### config.mk
export PLATFORM = sky130hd
export DESIGN_NAME = taxi_fare_counter
export DESIGN_NICKNAME = d
export VERILOG_FILES = /design/src/rtl/taxi_fare_counter_pkg.sv /design/src/rtl/taxi_fare_counter_bcd3_inc_sat.sv /design/src/rtl/taxi_fare_counter.sv
export SDC_FILE = /design/constraint.sdc
export NUM_CORES = 1
export LEC_CHECK = 0
export BUFFER_PORTS_ARGS = -buffer_cell sky130_fd_sc_hd__buf_2
export CORE_MARGIN = 2
export CORE_UTILIZATION = 25
export CTS_CLUSTER_SIZE = 40
export DETAILED_ROUTE_END_ITERATION = 8
export SLEW_MARGIN = 20
export SYNTH_ARGS = -nofsm -noshare
export SYNTH_HDL_FRONTEND = slang
export SYNTH_HIERARCHICAL = 1
export SYNTH_SLANG_ARGS = --single-unit
export TNS_END_PERCENT = 20
### constraint.sdc
create_clock -name clkc -period 5.6 [get_ports clkc]
set_clock_uncertainty 0.1 [all_clocks]
set_input_delay 0.28 -clock clkc [delete_from_list [all_inputs] [get_ports clkc]]
set_output_delay 0.28 -clock clkc [all_outputs]
set_load 0.05 [all_outputs]
### src/rtl/taxi_fare_counter_pkg.sv
// Shared definitions for the taxi meter: FSM states, BCD limits and default tariff.
package meter_pkg;

  typedef enum logic [1:0] {
    ST_IDLE = 2'd0,
    ST_RUN  = 2'd1,
    ST_HOLD = 2'd2
  } state_t;

  localparam int unsigned BCD_W   = 4;
  localparam logic [11:0] BCD_MAX = 12'h999;

  localparam logic [11:0] DEF_BASE_FARE  = 12'h010;
  localparam logic [9:0]  DEF_BASE_DIST  = 10'd30;
  localparam logic [3:0]  DEF_PER_STEP   = 4'd5;
  localparam logic [3:0]  DEF_PER_PRICE  = 4'd1;
  localparam logic [31:0] DEF_WAIT_CYC   = 32'd50_000_000;
  localparam logic [3:0]  DEF_WAIT_PRICE = 4'd1;

endpackage

### src/rtl/taxi_fare_counter_bcd3_inc_sat.sv
// Combinational 3-digit BCD plus one BCD digit, saturating at 999.
module bcd3_inc_sat
  import meter_pkg::*;
(
  input  logic [3*BCD_W-1:0] i_val,
  input  logic [BCD_W-1:0]   i_add,
  output logic [3*BCD_W-1:0] o_sum
);

  logic [BCD_W:0]     w_dig;
  logic               w_cy;
  logic [3*BCD_W-1:0] w_res;

  always_comb begin
    w_dig = '0;
    w_cy  = 1'b0;
    w_res = '0;
    for (int unsigned k = 0; k < 3; k++) begin
      w_dig = {1'b0, i_val[k*BCD_W +: BCD_W]} + {4'd0, w_cy};
      if (k == 0) w_dig = w_dig + {1'b0, i_add};
      if (w_dig > 5'd9) begin
        w_dig = w_dig - 5'd10;
        w_cy  = 1'b1;
      end else begin
        w_cy  = 1'b0;
      end
      w_res[k*BCD_W +: BCD_W] = w_dig[BCD_W-1:0];
    end
    o_sum = w_cy ? BCD_MAX : w_res;
  end

endmodule

### src/rtl/taxi_fare_counter.sv
// Taxi trip meter: BCD distance from wheel pulses and BCD fare with base,
// per-distance-step and waiting charges.
module taxi_fare_counter
  import meter_pkg::*;
#(
  parameter logic [11:0] BASE_FARE  = DEF_BASE_FARE,
  parameter logic [9:0]  BASE_DIST  = DEF_BASE_DIST,
  parameter logic [3:0]  PER_STEP   = DEF_PER_STEP,
  parameter logic [3:0]  PER_PRICE  = DEF_PER_PRICE,
  parameter logic [31:0] WAIT_CYC   = DEF_WAIT_CYC,
  parameter logic [3:0]  WAIT_PRICE = DEF_WAIT_PRICE
) (
  input  logic        clkc,
  input  logic        rst,
  input  logic        start,
  input  logic        stop,
  input  logic        pulse_100m,
  output logic [11:0] dis_bcd,
  output logic [11:0] price_bcd,
  output logic        running
);

  state_t      r_state, w_state_nxt;
  logic [9:0]  r_dbin;
  logic [3:0]  r_seg;
  logic [31:0] r_wait;

  logic        w_enter, w_meter, w_pulse_ok, w_past_base;
  logic        w_dist_chg, w_wait_chg;
  logic [4:0]  w_seg_inc;
  logic [3:0]  w_add_dig;
  logic [11:0] w_dis_inc, w_price_add;

  always_ff @(posedge clkc) begin
    if (rst) r_state <= ST_IDLE;
    else     r_state <= w_state_nxt;
  end

  // stop takes priority in RUN; start takes priority in IDLE/HOLD
  always_comb begin
    w_state_nxt = r_state;
    case (r_state)
      ST_IDLE, ST_HOLD: if (start) w_state_nxt = ST_RUN;
      ST_RUN:           if (stop)  w_state_nxt = ST_HOLD;
      default:          w_state_nxt = ST_IDLE;
    endcase
  end

  always_comb begin
    w_enter     = start && (r_state != ST_RUN);
    w_meter     = (r_state == ST_RUN) && !stop;
    w_pulse_ok  = pulse_100m && (dis_bcd != BCD_MAX);
    w_past_base = (r_dbin >= BASE_DIST);
    w_seg_inc   = {1'b0, r_seg} + 5'd1;
    w_dist_chg  = w_pulse_ok && w_past_base && (w_seg_inc == {1'b0, PER_STEP});
    // a wheel pulse always restarts the waiting interval, so it pre-empts expiry
    w_wait_chg  = !pulse_100m && (r_wait == WAIT_CYC - 32'd1);
    w_add_dig   = w_dist_chg ? PER_PRICE : WAIT_PRICE;
  end

  bcd3_inc_sat u_dis_inc (
    .i_val (dis_bcd),
    .i_add (4'd1),
    .o_sum (w_dis_inc)
  );

  bcd3_inc_sat u_price_add (
    .i_val (price_bcd),
    .i_add (w_add_dig),
    .o_sum (w_price_add)
  );

  always_ff @(posedge clkc) begin
    if (rst) begin
      dis_bcd   <= '0;
      price_bcd <= '0;
      running   <= 1'b0;
      r_dbin    <= '0;
      r_seg     <= '0;
      r_wait    <= '0;
    end else begin
      running <= (w_state_nxt == ST_RUN);
      if (w_enter) begin
        dis_bcd   <= '0;
        price_bcd <= BASE_FARE;
        r_dbin    <= '0;
        r_seg     <= '0;
        r_wait    <= '0;
      end else if (w_meter) begin
        if (pulse_100m || w_wait_chg) r_wait <= '0;
        else                          r_wait <= r_wait + 32'd1;
        if (w_pulse_ok) begin
          dis_bcd <= w_dis_inc;
          r_dbin  <= r_dbin + 10'd1;
          if (w_past_base) r_seg <= w_dist_chg ? 4'd0 : w_seg_inc[3:0];
        end
        if (w_dist_chg || w_wait_chg) price_bcd <= w_price_add;
      end
    end
  end

endmodule
==> results.yml <==
power_and_ir_drop:
  ir_drop_v: 0.000105
  p_per_area_nw_per_um2: 212
  p_leak_nw: 2.09
drt:
  drtAntennaViolNets: 0
  via_per_inst: 4.62
  num_vias: 3778
  drtIter0Drc: 157
  drt_wl_total_um: 9780
  drc_errors: 1
  wire_per_inst_um: 12.0
  first_pass_iters: 6
critical_path:
  cp_max_fo: 8
  path_buf_inv: 1
  cp_slowest_stage_delay_ns: 0.45
  crit_path_start_kind: "flip-flop"
  worstPathCellList: "ha_1, inv_1, fa_1, xor2_1, nand2_1, nand3_1, nand3_1, ha_1, ha_1, or2_2, a21oi_1, nor3_1, ha_1, ha_1, or2_2, a21oi_1, nor2_1, a311o_1, mux2i_1, nor2_1"
  path_common_cell: "ha_1"
  worstPathArrival_ns: 5.00
  cp_top_family: "adder cells"
  cp.required_ns: 5.71
  worst_path_max_delay_cell: "fa_1"
  crit_type: "reg2reg"
  setup.worst_path.end_class: "flip-flop"
clock_tree:
  cts_hold_buf: 0
  htreeDepth: 3
  cts_setup_buffers: 0
  clockBufferDepth: 2
  cts_tree: "built"
  cts_inserted_buffers: 9
  clk_latency_ns: 0.34
  path_clk_slew_ns: 0.06
  cts_resized: 0
  cts.sinks: 73
  cts_root_buffer: "clkbuf_16"
global_route:
  grt_pass1_vias: 3672
  grt_max_degree: 38
  grt_pass1_wl_um: 17200
  track_usage: 0.104
  grt_overflow: 0
  antenna_found_initial: 0
run_status:
  violations: "DRC"
  status: "finished, violations left"
synthesis:
  synth_ff_type: "dfxtp_1"
  synth.avg_cell_area_um2: 8.49
  synth_edf_count: 0
  ys_seq_area_frac: 0.314
  synth_seq_cells: 73
  ys_top_cells_by_area: "dfxtp_1 31%, nor2_1 7.2%, ha_1 6.7%"
  yosysWarnings: 6
  synth_top_area_cell: "dfxtp_1"
  synthCells: 549
  synth_common_cells: "89 x nor2_1, 73 x dfxtp_1, 29 x xor2_1, 28 x nand2_1, 26 x mux2i_1"
  synth_async_sr_flop_share: 0
  yosysMostFrequentCell: "nor2_1"
  syn_area_um2: 4660
  synth.distinct_cells: 67
  yosys.area.top_type_share: 0.314
flow_run:
  cap_violations: 0
placement:
  portBuffers: 29
  dpl.hpwl_um: 7010
  place_inst: 801
  pre_cts_slack_ns: 0.748
  place_congestion: 0.822
timing:
  rsz0062_at_grt: "no"
  fmax_mhz: 204
  hold_viol_final: 0
  final.setup.tns_ns: 0
  period_share: 0.874
  fin_ws_ns: 0.708
  worst_pin_slew_ns: 0.952
  min_period_ns: 4.89
  finalMaxSlewViolations: 0
  setup_violations: 0
  slew_headroom: 0.365
die:
  dieArea_um2: 19800
  die_y_um: 141
  initial_utilization: 0.257
  fp.dieW_um: 141
  core_um2: 18100
  boundaryPins: 30
  placementRows: 49
cells_and_area:
  syn2layout_area_growth_pct: 14.3
  fin_cells: 817
  antenna_cells: 0
  drive_gt1_frac: 0.129
  final_net_count: 615
min_path:
  hp-class: "in2reg"
## metal layers
layer | vias to the layer above | routed length (um) | global-route usage
met5 | - | 0 | 0
met4 | 0 | 80 | 0.0326
met3 | 6 | 288 | 0.0308
met2 | 44 | 4320 | 0.167
met1 | 1731 | 5100 | 0.136
li1 | 1997 | - | -
## worst reg2reg max path, cell delays in order, from the launching register on
cell	delay [ns]
dfxtp_1	0.36
ha_1	0.21
inv_1	0.07
fa_1	0.45
xor2_1	0.35
nand2_1	0.10
nand3_1	0.09
nand3_1	0.08
ha_1	0.26
ha_1	0.39
or2_2	0.34
a21oi_1	0.25
nor3_1	0.08
ha_1	0.25
ha_1	0.31
or2_2	0.28
a21oi_1	0.15
nor2_1	0.13
a311o_1	0.34
mux2i_1	0.14
nor2_1	0.05
## layout by cell type, fill, tap and decap left out, drive strengths merged, types with 5 or more instances in the layout
| cell | n |
|---|---|
| a211oi | 7 |
| a21o | 6 |
| a21oi | 20 |
| a311oi | 5 |
| a31oi | 6 |
| and2 | 8 |
| and3 | 10 |
| and4 | 6 |
| buf | 32 |
| clkbuf | 11 |
| conb | 10 |
| dfxtp | 73 |
| ha | 25 |
| inv | 20 |
| mux2i | 26 |
| nand2 | 28 |
| nand2b | 15 |
| nand3 | 26 |
| nand4 | 17 |
| nor2 | 90 |
| nor2b | 7 |
| nor3 | 12 |
| o21ai | 11 |
| or2 | 10 |
| xnor2 | 18 |
| xor2 | 29 |
## sequential cells by signal (all words and copies together) (netlist names)
register   count
r_state        2
r_dbin        10
r_seg          4
price_bcd     12
running        1
dis_bcd       12
r_wait        32
## area by class of cell
| cell class | instances | area (um^2) |
|---|---|---|
| clock inverter | 5 | 31.3 |
| multi-input combinational | 447 | 3060 |
| timing repair buffer | 32 | 168 |
| inverter | 20 | 75.1 |
| sequential | 73 | 1460 |
| fill | 1941 | 12800 |
| clock buffer | 11 | 243 |
| tap | 229 | 287 |
## power by group
part | internal (W) | switching, W
Sequential | 0.000522 | 0.00000322
Combinational | 0.0000269 | 0.0000469
Clock | 0.000310 | 0.000218
## metrics by stage
stage / hold slack, ns / instance area [um^2] / utilization / total power [W]
detailed placement: 0.376 / 5050 / 0.278 / 0.000611
CTS: 0.0566 / 5330 / 0.294 / 0.00115
global placement: 0.376 / 5050 / 0.278 / 0.000612
finish: 0.0733 / 5330 / 0.294 / 0.00113
global route: 0.0758 / 5330 / 0.294 / 0.00118
floorplan: 0.249 / 4690 / - / 0.000595
## kinds of logic (layout without fill, tap and decap cells)
kind of cell             count (synthesis)  after routing  share of synthesized area
AND/OR/NAND/NOR                        253            253                      0.300
AO/OA/AOI/OAI                           82             82                      0.122
flip-flops                              73             73                      0.314
XOR/XNOR                                47             47                     0.0883
buffers and inverters                   37             68                     0.0373
multiplexers                            28             28                     0.0607
adder cells (fa/ha/maj)                 27             27                     0.0757
other                                    2             10                    0.00161
## final timing paths
kind,start,end,slack (ns),depth (start not counted)
max,dis_bcd[0],dis_bcd[3],0.71,20
min,rst,price_bcd[4],0.07,2
max reg2reg,dis_bcd[0],dis_bcd[3],0.71,20
min reg2reg,r_seg[2],r_seg[2],0.39,2
Note: power is estimated with default switching activity, not from simulation.
